$ cat src/rtl/img_drawer_pkg.sv
// Shared types and helpers for the banked VGA image drawer.
package img_drawer_pkg;

    // Pipeline depth excluding memory latency: S0, S1, output register.
    localparam int BASE_LAT = 3;

    typedef logic [7:0] pixel_t;
    typedef logic [9:0] coord_t;

    // Index width for a power-of-two depth or a bank count; never below 1.
    function automatic int addr_w(input int depth);
        return (depth > 1) ? $clog2(depth) : 1;
    endfunction

endpackage

$ cat src/rtl/img_bank_mux.sv
// Registered NUM_BANKS-way word select with fill-colour override.
module img_bank_mux #(
    parameter int NUM_BANKS = 4,
    parameter int PIX_W     = 8,
    parameter int SEL_W     = 2
) (
    input  logic                       clk,
    input  logic                       rst_n,
    input  logic [SEL_W-1:0]           sel,
    input  logic                       fill,
    input  logic [PIX_W-1:0]           fill_color,
    input  logic [NUM_BANKS*PIX_W-1:0] rdata,
    output logic [PIX_W-1:0]           pixel,
    output logic                       pixel_valid
);

    logic [PIX_W-1:0] word_c;

    // Pick the returning bank word; sel is only in range when fill is low.
    always_comb begin
        word_c = '0;
        for (int i = 0; i < NUM_BANKS; i++) begin
            if (sel == SEL_W'(i)) word_c = rdata[i*PIX_W +: PIX_W];
        end
    end

    // Output register: framebuffer word or fill colour.
    always_ff @(posedge clk) begin
        if (!rst_n) begin
            pixel       <= '0;
            pixel_valid <= 1'b0;
        end else if (fill) begin
            pixel       <= fill_color;
            pixel_valid <= 1'b0;
        end else begin
            pixel       <= word_c;
            pixel_valid <= 1'b1;
        end
    end

endmodule

$ cat src/rtl/img_drawer_banked.sv
// Banked framebuffer drawer: raster -> shared bank address -> registered pixel.
// Optional feature: define IMG_DRAWER_BORDER_EN to add a border_color port
// that paints a 1-pixel ring just outside the image window.
module img_drawer_banked
    import img_drawer_pkg::*;
#(
    parameter int IMG_W      = 320,
    parameter int IMG_H      = 240,
    parameter int H_OFF      = 112,
    parameter int V_OFF      = 13,
    parameter int NUM_BANKS  = 4,
    parameter int BANK_DEPTH = 65536,
    parameter int PIX_W      = 8,
    parameter int MEM_LAT    = 1,
    localparam int AW        = addr_w(BANK_DEPTH)
) (
    input  logic                       clk,
    input  logic                       rst_n,
    input  logic [9:0]                 hcount,
    input  logic [9:0]                 vcount,
    input  logic                       scale2x,
    input  logic [PIX_W-1:0]           bg_color,
`ifdef IMG_DRAWER_BORDER_EN
    input  logic [PIX_W-1:0]           border_color,
`endif
    output logic [AW-1:0]              bank_addr,
    input  logic [NUM_BANKS*PIX_W-1:0] bank_rdata,
    output logic [PIX_W-1:0]           pixel,
    output logic                       pixel_valid
);

    localparam int BW = addr_w(NUM_BANKS);
    // vld_pipe[0] = S0, [1] = S1, [VT] = aligned with bank_rdata.
    localparam int VT = BASE_LAT + MEM_LAT - 2;

    logic              mode_q;
    logic [10:0]       hx, vx, win_w, win_h;
    logic              h_in, v_in, in_win_c;
    coord_t            dh, dv, src_col_q, src_row_q;
    logic [VT:0]       vld_pipe;
    logic [31:0]       linear_c, bank_full_c;
    logic              oor_c;
    logic [BW-1:0]     bank_c;
    logic [MEM_LAT:0]  oor_pipe;
    logic [MEM_LAT:0][BW-1:0] bank_pipe;
    logic              fill_c;
    logic [PIX_W-1:0]  fill_color_c;

    // Window geometry follows the frame-captured mode, not the live input.
    assign hx       = {1'b0, hcount};
    assign vx       = {1'b0, vcount};
    assign win_w    = mode_q ? 11'(2 * IMG_W) : 11'(IMG_W);
    assign win_h    = mode_q ? 11'(2 * IMG_H) : 11'(IMG_H);
    assign h_in     = (hx >= 11'(H_OFF)) && (hx < 11'(H_OFF) + win_w);
    assign v_in     = (vx >= 11'(V_OFF)) && (vx < 11'(V_OFF) + win_h);
    assign in_win_c = h_in && v_in;
    assign dh       = hcount - 10'(H_OFF);
    assign dv       = vcount - 10'(V_OFF);

    // Mode capture at frame start and S0 source-coordinate register.
    always_ff @(posedge clk) begin
        if (!rst_n) begin
            mode_q    <= 1'b0;
            src_col_q <= '0;
            src_row_q <= '0;
        end else begin
            if (hcount == 10'd0 && vcount == 10'd0) mode_q <= scale2x;
            src_col_q <= mode_q ? (dh >> 1) : dh;
            src_row_q <= mode_q ? (dv >> 1) : dv;
        end
    end

    // S1: linear index split into bank number and in-bank address.
    assign linear_c    = 32'(src_row_q) * 32'(IMG_W) + 32'(src_col_q);
    assign bank_full_c = linear_c >> AW;
    assign oor_c       = bank_full_c >= 32'(NUM_BANKS);
    assign bank_c      = bank_full_c[BW-1:0];

    // S1 address register plus flag/bank delay lines matched to MEM_LAT.
    always_ff @(posedge clk) begin
        if (!rst_n) begin
            bank_addr <= '0;
            vld_pipe  <= '0;
            oor_pipe  <= '0;
            bank_pipe <= '0;
        end else begin
            bank_addr <= (vld_pipe[0] && !oor_c) ? linear_c[AW-1:0] : '0;
            vld_pipe  <= {vld_pipe[VT-1:0], in_win_c};
            oor_pipe  <= {oor_pipe[MEM_LAT-1:0], oor_c};
            bank_pipe <= {bank_pipe[MEM_LAT-1:0], bank_c};
        end
    end

`ifdef IMG_DRAWER_BORDER_EN
    logic        h_ring, v_ring, brd_c;
    logic [VT:0] brd_pipe;

    assign h_ring = (hx + 11'd1 >= 11'(H_OFF)) && (hx <= 11'(H_OFF) + win_w);
    assign v_ring = (vx + 11'd1 >= 11'(V_OFF)) && (vx <= 11'(V_OFF) + win_h);
    assign brd_c  = h_ring && v_ring && !in_win_c;

    // Border flag rides the same pipeline as the window flag.
    always_ff @(posedge clk) begin
        if (!rst_n) brd_pipe <= '0;
        else        brd_pipe <= {brd_pipe[VT-1:0], brd_c};
    end

    assign fill_color_c = brd_pipe[VT] ? border_color : bg_color;
`else
    assign fill_color_c = bg_color;
`endif

    assign fill_c = !(vld_pipe[VT] && !oor_pipe[MEM_LAT]);

    img_bank_mux #(
        .NUM_BANKS (NUM_BANKS),
        .PIX_W     (PIX_W),
        .SEL_W     (BW)
    ) u_mux (
        .clk         (clk),
        .rst_n       (rst_n),
        .sel         (bank_pipe[MEM_LAT]),
        .fill        (fill_c),
        .fill_color  (fill_color_c),
        .rdata       (bank_rdata),
        .pixel       (pixel),
        .pixel_valid (pixel_valid)
    );

endmodule

$ cat config.mk
export PLATFORM = sky130hd
export DESIGN_NAME = img_drawer_banked
export DESIGN_NICKNAME = d
export VERILOG_FILES = /design/src/rtl/img_drawer_pkg.sv /design/src/rtl/img_bank_mux.sv /design/src/rtl/img_drawer_banked.sv
export SDC_FILE = /design/constraint.sdc
export NUM_CORES = 1
export LEC_CHECK = 0
export ABC_AREA = 1
export BUFFER_PORTS_ARGS = -buffer_cell sky130_fd_sc_hd__buf_2
export CAP_MARGIN = 25
export CORE_MARGIN = 3
export CORE_UTILIZATION = 53
export DETAILED_ROUTE_END_ITERATION = 7
export GPL_TIMING_DRIVEN = 0
export PLACE_DENSITY_LB_ADDON = 0.2
export REMOVE_ABC_BUFFERS = 1
export SYNTH_ARGS = -nofsm -noshare
export SYNTH_HDL_FRONTEND = slang
export SYNTH_HIERARCHICAL = 1
export SYNTH_SLANG_ARGS = --single-unit
$ cat constraint.sdc
create_clock -name clk -period 2.6 [get_ports clk]
set_input_delay 0.52 -clock clk [delete_from_list [all_inputs] [get_ports clk]]
set_output_delay 0.52 -clock clk [all_outputs]
set_load 0.01 [all_outputs]
Yosys cells after proc, flatten, opt, wreduce, memory -nomap -nowiden
Index checks and enable logic that the tools add are counted.
{ "op_classes": {"div": 0, "n_eq_ne": 3, "n_shift": 0, "magnitude_cmp": 5, "n_reduce_logical": 13, "addsub": 5, "mul": 1, "bitwise_logic": 1, "mux": 10} }
{ "ops": {"columns": ["operator", "n"], "rows": [
  ["$mux W8", 5],
  ["$mux W9", 3],
  ["$add A19 B10 Y20", 1],
  ["$logic_not A10 Y1", 2],
  ["$mul A10 B3 Y13 const B", 1],
  ["$add A7 B10 Y11 const A", 1],
  ["$lt A10 B11 Y1", 1],
  ["$add A4 B9 Y10 const A", 1],
  ["$ge A10 B4 Y1 const B", 1],
  ["$ge A10 B7 Y1 const B", 1],
  ["$lt A10 B10 Y1", 1],
  ["$mux W10", 1],
  ["$sub A10 B4 Y10 const B", 1],
  ["$sub A10 B7 Y10 const B", 1],
  ["$logic_and A1 B1 Y1", 6],
  ["$eq A2 B2 Y1 const B", 2],
  ["$ge A4 B3 Y1 const B", 1],
  ["$eq A2 B1 Y1 const B", 1],
  ["$logic_not A1 Y1", 2],
  ["$logic_not A2 Y1", 1],
  ["$reduce_and A2 Y1", 1],
  ["$reduce_or A2 Y1", 1],
  ["$mux W1", 1],
  ["$not A1 Y1", 1]
]} }
{ "totals": {"in_bits": 63, "ram_bits": 0, "rom_bits": 0, "wordCells": 50, "n_memories": 0, "latchBits": 0, "reg_bits": 55} }

Logic depth before layout (Yosys ltp)
Gate-level depths: netlist (run 1).
{ "depth": {"ltp_word": 6, "depth_mapped": 15, "ltp_nobuf": 14} }

Cells and area by module
Netlist (run 1), hierarchy kept.
{ "by_module_without_submodules": {"columns": ["mod", "seq_area_each_um2", "instances", "cells_each", "area_each_um2"], "rows": [
  ["img_drawer_banked", 920.9, 1, 347, 2670.1],
  ["img_bank_mux", 180.2, 1, 92, 529.3]
]} }

Worst setup path before layout (run 1)
OpenSTA, ideal clock, no wires.
{ "synth_path": {"path_kind": "reg-to-reg", "start": "reg src_row_q[1]", "end": "reg bank_addr[10]", "arrival_ns": 2.208, "stages_incl_launch_ff": 14, "setup_ns": 0.117, "setup_slack_ns": 0.275, "period_less_slack_ns": 2.325, "n_path_buf": 1, "cell_sequence": "dfxtp_1 ha_1 ha_1 ha_1 nand2_1 o21ai_1 nand2_1 nor2_2 nand2_2 nor2_4 nand2_4 nand3_4 buf_12 nor2_2"} }
{ "synth_via": {"elab_chain_cells": 6} }
{ "synth_lines": {"columns": ["item", "line", "rtl"], "rows": [
  ["from (decl)", "img_drawer_banked.sv:39", "coord_t dh, dv, src_col_q, src_row_q;"],
  ["from (signal assigned)", "img_drawer_banked.sv:69", "src_row_q <= mode_q ? (dv >> 1) : dv;"],
  ["$mul A10 B3 Y13 (*)", "img_drawer_banked.sv:74", "assign linear_c = 32'(src_row_q) * 32'(IMG_W) + 32'(src_col_q);"],
  ["$add A19 B10 Y20 (*)", "img_drawer_banked.sv:74", null],
  ["$ge A4 B3 Y1", "img_drawer_banked.sv:76", "assign oor_c = bank_full_c >= 32'(NUM_BANKS);"],
  ["$logic_not A1 Y1", "img_drawer_banked.sv:87", "bank_addr <= (vld_pipe[0] && !oor_c) ? linear_c[AW-1:0] : '0;"],
  ["$logic_and A1 B1 Y1", "img_drawer_banked.sv:87", null],
  ["$reduce_and A2 Y1 (no line)", null, null],
  ["to (signal assigned)", "img_drawer_banked.sv:87", null],
  ["to (decl)", "img_drawer_banked.sv:26", "output logic [AW-1:0] bank_addr,"]
]} }
Every way passes the cells marked *; elsewhere a longest branch is shown, timed or not.
A chain may end at the register's enable or synchronous reset.

Worst setup path in the final report (run 1)
Ends and elaborated chain as after synthesis.

==> results of run 1 <==
-- logic make-up (layout without fill, tap and decap cells) --
logic type               count (synthesis)  in the layout  share of synthesized area, %
AO/OA/AOI/OAI                           45             45                          8.21
XOR/XNOR                                19             19                          5.44
adder cells (fa/ha/maj)                 32             32                          13.0
buffers and inverters                   81            170                          10.2
flip-flops                              55             55                          34.4
AND/OR/NAND/NOR                        207            208                          28.8
-- routing by layer --
layer	part of all wire, %	global-route usage, %
met1	44	21.6
met2	49	33.5
met3	5.5	3.55
met4	1.5	4.68
met5	0	0
-- state kept, by name, summed over array words and instances (netlist names) --
name and cells:
bank_pipe 4, mode_q 1, oor_pipe 2, vld_pipe 3
bank_addr 16, u_mux/pixel_valid 1, u_mux/pixel 8, src_row_q 10
src_col_q 10
-- layout by cell type (no fill, tap or decap), types with 2 or more instances in the layout --
cell,n
nand2_1,96
buf_2,87
inv_1,73
dfxtp_1,55
nor2_1,41
nand3_1,38
ha_1,29
o22ai_1,18
xor2_1,14
nor2_2,13
o21ai_0,11
a21oi_1,9
nand2_2,6
clkbuf_8,5
xnor2_1,4
nand4_1,3
nor3_1,3
nand3_4,2
a31oi_1,2
inv_8,2
-- per-stage QoR --
step | utilization [%] | hold slack [ns] | std cells | total power, mW
5_1_grt | 67.3 | 0.393 | 601 | 1.97
6_report | 67.3 | 0.394 | 601 | 1.85
3_5_place_dp | 64.8 | 0.398 | 591 | 1.35
3_3_place_gp | 64.8 | 0.392 | 591 | 1.34
4_1_cts | 66.6 | 0.386 | 599 | 1.86
2_1_floorplan | - | 0.390 | 432 | 1.22
-- worst max-delay path, cell delays in order (launching register included) --
cell and delay (ns):
dfxtp_1 0.35, ha_1 0.31, ha_2 0.28, ha_1 0.36, nand2_1 0.08, o21ai_2 0.20, nand2_1 0.09, nor2_2 0.12
nand2_2 0.11, nor2_4 0.15, nand2_4 0.08, nand3_4 0.14, nor2_2 0.04
-- final timing paths --
path / startpoint / to / slack, ns / depth (start not counted)
setup / recovery: src_row_q[1] / bank_addr[10] / 0.19 / 12
hold / removal: bg_color[1] / u_mux/pixel[1] / 0.39 / 3
setup reg to reg: src_row_q[1] / bank_addr[10] / 0.19 / 12
hold reg to reg: bank_pipe[1] / bank_pipe[3] / 0.41 / 2
-- what timing repair did --
action / in CTS / in global routing
setup endpoints to repair: 1 / 18
hold endpoints to repair: 0 / 0
resized for setup: 1 / 5
cloned: 0 / 1
buffers inserted: 0 / 1
pin swaps: 0 / 2
-- power by group --
part | internal [mW] | total [mW] | switching, mW
Combinational | 0.182 | 0.444 | 0.262
Clock | 0.207 | 0.513 | 0.305
Sequential | 0.879 | 0.898 | 0.0187
Total | 1.27 | 1.85 | 0.586
-- layout make-up --
type                       count  area [um2]  share of cell area [%]
clock buffer                   5        68.8                    1.80
clock inverter                 3        31.3                   0.819
inverter                      74         278                    7.27
multi-input combinational    304        1810                    47.3
sequential                    55        1100                    28.8
tap                           72        90.1                    2.36
timing repair buffer          88         443                    11.6
==> results.json, run 1 <==
{
  "outcome": "complete, no violations",
  "yosysMostFrequentCell": "nand2_1",
  "end_kind": "flop",
  "synth.avg_cell_area_um2": 7.29,
  "clk_pin_slew_ns": 0.11,
  "die_y_um": 83.7,
  "coreArea_um2": 5680,
  "ys.flop_type": "dfxtp_1",
  "clk_path_buf_depth": 2,
  "ys_top_cells_by_area": "dfxtp_1, ha_1, nand2_1",
  "timing.fmax_mhz": 416,
  "synth_edf_count": 0,
  "min_period_ns": 2.41,
  "gp_congestion": 0.831,
  "hold_violations": 0,
  "root_buffer": "clkbuf_8",
  "drtIter0Drc": 76,
  "syn2layout_area_growth_pct": 19.4,
  "drive_gt1_share_pct": 23.6,
  "required_ns": 2.81,
  "synth_top_area_cell": "dfxtp_1",
  "vias": 2944,
  "grt_pass1_wl_um": 10800,
  "setup_tns_ns": 0,
  "n_antenna_cell": 0,
  "fin_crit_sh_pct": 92.5,
  "grt_start_max_net_pins": 21,
  "grtUsageTotal_pct": 18.3,
  "insertion_delay_ns": 0.31,
  "p_leak_nw": 2.11,
  "fillCellCount": 517,
  "rows": 27,
  "dpl_worst_slack_ns": 0.0253,
  "ant_nets": 0,
  "yosysSeqAreaShare_pct": 34.4,
  "clock_sinks": 55,
  "critPathLaunchType": "flop",
  "drv_cap": 0,
  "first_pass_iters": 5,
  "cts_htree_levels": 2,
  "hp-class": "in2reg",
  "syn_area_um2": 3200,
  "hold_buffers": 0,
  "die-area_um2": 7000,
  "fp.dieW_um": 83.7,
  "arrival_ns": 2.62,
  "wl_um": 6500,
  "fin_nets": 623,
  "worst_pin_slew_ns": 0.585,
  "wl_per_cell_um": 10.8,
  "antenna_found_initial": 0,
  "ys.warnings.count": 6,
  "synth-seq-cells": 55,
  "crit_type": "reg2reg",
  "start_util_pct": 56.4,
  "first_global_vias": 2624,
  "cts_tree": "done",
  "rsz0062_at_grt": "false",
  "drc": 0,
  "post_dp_cell_area_um2": 3680,
  "finalSetupViolCount": 0,
  "powerDensity_nw_per_um2": 486,
  "portBuffers": 87,
  "yosys-top-cells-count": "nand2_1, inv_1, dfxtp_1",
  "slew_viol_final": 0,
  "detailed_place_hpwl_um": 5280,
  "final_cell_area_um2": 3820,
  "netlist.area_leader.share_pct": 34.4,
  "clock_skew_ns": 0.0133,
  "syn_inst": 439,
  "crit_fanout": 8,
  "async_flop_share_pct": 0,
  "io_pins": 88,
  "slew_headroom_pct": 60.9,
  "overflow": 0,
  "synth_cell_types": 34,
  "peakVddDrop_mv": 0.306,
  "via_per_inst": 4.90,
  "worst_slack_ns": 0.195,
  "numCtsBuffers": 5
}
Power figures use the tool's default switching activity.
==> run 2, diff against run 1 <==
CORE_ASPECT_RATIO = 2   (was not set)
==> results.json, run 2 (same netlist as run 1, synthesis figures left out) <==
{
  "wl_per_cell_um": 12.2,
  "power_mw": 2.10,
  "final_core_util_pct": 67.4,
  "crit_type": "reg2reg",
  "critPathLaunchType": "flop",
  "cts_htree_levels": 2,
  "setup_tns_ns": 0,
  "clk_pin_slew_ns": 0.07,
  "largest_register_ffs": 16,
  "outcome": "complete, no violations",
  "grtUsageTotal_pct": 21.1,
  "slew_viol_final": 0,
  "clk_path_buf_depth": 2,
  "p_leak_nw": 2.14,
  "worst_pin_slew_ns": 0.613,
  "fillCellCount": 532,
  "portBuffers": 87,
  "antenna_found_initial": 0,
  "gp_congestion": 0.880,
  "multi_input_area_um2": 1810,
  "path_common_cell": "nand2_1",
  "post_dp_cell_area_um2": 3660,
  "detailed_place_hpwl_um": 5830,
  "min_period_ns": 2.49,
  "rsz0062_at_grt": "true",
  "min_from": "src_col_q[2]",
  "vias": 2996,
  "finalSetupViolCount": 0,
  "min_to": "bank_addr[2]",
  "cp_num_buf_inv": 1,
  "syn2layout_area_growth_pct": 21.3,
  "fin_crit_sh_pct": 95.8,
  "ant_nets": 0,
  "numCtsBuffers": 5,
  "grt_pass1_wl_um": 11300,
  "hold_buffers": 0,
  "io_pins": 88,
  "final_cell_mix": "nand2_1, buf_2, inv_1, dfxtp_1, nor2_1",
  "fin_nets": 623,
  "coreArea_um2": 5760,
  "r2r_slack_ns": 0.11,
  "reg.largest.list": "bank_addr (16), src_col_q (10), src_row_q (10)",
  "register_area_um2": 1100,
  "arrival_ns": 2.72,
  "peakVddDrop_mv": 0.441,
  "critPathMaxStageDelay_ns": 0.60,
  "hp-class": "reg2reg",
  "n_antenna_cell": 0,
  "drive_gt1_share_pct": 23.4,
  "fp.dieW_um": 60.9,
  "powerDensity_nw_per_um2": 540,
  "via_per_inst": 5.08,
  "reg2reg_from": "src_row_q[1]",
  "die-area_um2": 7060,
  "clock_skew_ns": 0.00381,
  "cp_slowest_cell": "fa_2",
  "first_pass_iters": 4,
  "end_kind": "flop",
  "rows": 39,
  "slew_headroom_pct": 59.1,
  "grt_start_max_net_pins": 21,
  "rr_endpoint": "bank_addr[15]",
  "final_cell_area_um2": 3880,
  "insertion_delay_ns": 0.29,
  "die_y_um": 116,
  "cp_top_family": "adder cells",
  "clock_sinks": 55,
  "first_global_vias": 2782,
  "start_util_pct": 55.6,
  "largest-register": "bank_addr",
  "crit_fanout": 5,
  "final_common_cell": "nand2_1",
  "drtIter0Drc": 67,
  "hold_violations": 0,
  "required_ns": 2.83,
  "drc": 0,
  "root_buffer": "clkbuf_16",
  "timing.fmax_mhz": 401,
  "cts_tree": "done",
  "wl_um": 7210,
  "path_cells": "ha_1 -> ha_1 -> fa_2 -> nand2_1 -> nor2_1 -> nand2_1 -> nand3_2 -> nand3_2 -> nor2_4 -> nand3_1 -> nand2_1 -> inv_1 -> nor2_1",
  "overflow": 0,
  "r2r_cells": 13,
  "hold_depth": 2,
  "drv_cap": 0
}
run 2: changes by cell type in the layout (fill, tap and decap cells not counted):
| cell | previous run | this run |
|---|---|---|
| nand3_2 | 1 | 2 |
| bufinv_16 | 0 | 1 |
| ha_2 | 1 | 0 |
| ha_1 | 29 | 30 |
| nor2_4 | 1 | 2 |
| clkbuf_16 | 0 | 5 |
| nor2_2 | 13 | 12 |
| nand3_1 | 38 | 37 |
| inv_8 | 2 | 0 |
| clkbuf_1 | 0 | 1 |
| clkbuf_8 | 5 | 0 |
run 2: worst max path at each step:
stage / from / to / slack (ns) / depth (start not counted)
floorplan: src_row_q[1] / bank_addr[0] / 0.32 / 12
global placement: src_row_q[1] / bank_addr[15] / 0.06 / 13
detailed placement: src_row_q[1] / bank_addr[15] / -0.04 / 13
CTS: src_row_q[1] / bank_addr[15] / 0.01 / 13
global route: src_row_q[1] / bank_addr[15] / -0.03 / 13
finish: src_row_q[1] / bank_addr[15] / 0.11 / 13
run 2: final cells by class:
type	instances	share of cell area, %
multi-input combinational	304	46.8
tap	61	1.97
inverter	74	7.16
clock inverter	2	1.00
timing repair buffer	88	11.4
clock buffer	6	3.32
sequential	55	28.4
run 2: tightest hold or removal path: cells and delay by family (launching register included):
family        cells  cell delay (ns)
flops             1             0.30
simple gates      1             0.03
buf+inv           1             0.04
run 2: per-stage QoR:
| step | instances | hold slack, ns | setup slack (ns) |
|---|---|---|---|
| 6_report | 590 | 0.409 | 0.109 |
| 3_5_place_dp | 580 | 0.396 | -0.0396 |
| 5_1_grt | 590 | 0.430 | -0.0339 |
| 4_1_cts | 588 | 0.410 | 0.00977 |
| 3_3_place_gp | 580 | 0.393 | 0.0604 |
| 2_1_floorplan | 432 | 0.390 | 0.317 |
run 2: layer usage:
metal,part of all wire (%),global-route usage [%],vias up
met1,31,17.6,1318
met5,0,0,-
met2,60,42.3,84
met4,3.6,11.6,0
li1,-,-,1574
met3,5.3,4.01,20
run 2: report_power, final:
group          internal (mW)  switching (mW)  total [mW]
Combinational          0.180           0.265       0.445
Clock                  0.458           0.294       0.753
Sequential             0.879          0.0200       0.899
run 2: repair_timing:
action / in CTS / in global routing
setup endpoints to repair: 2 / 17
cloned: 0 / 1
pin swaps: 0 / 1
hold endpoints to repair: 0 / 0
resized for setup: 2 / 5
buffers inserted: 0 / 1
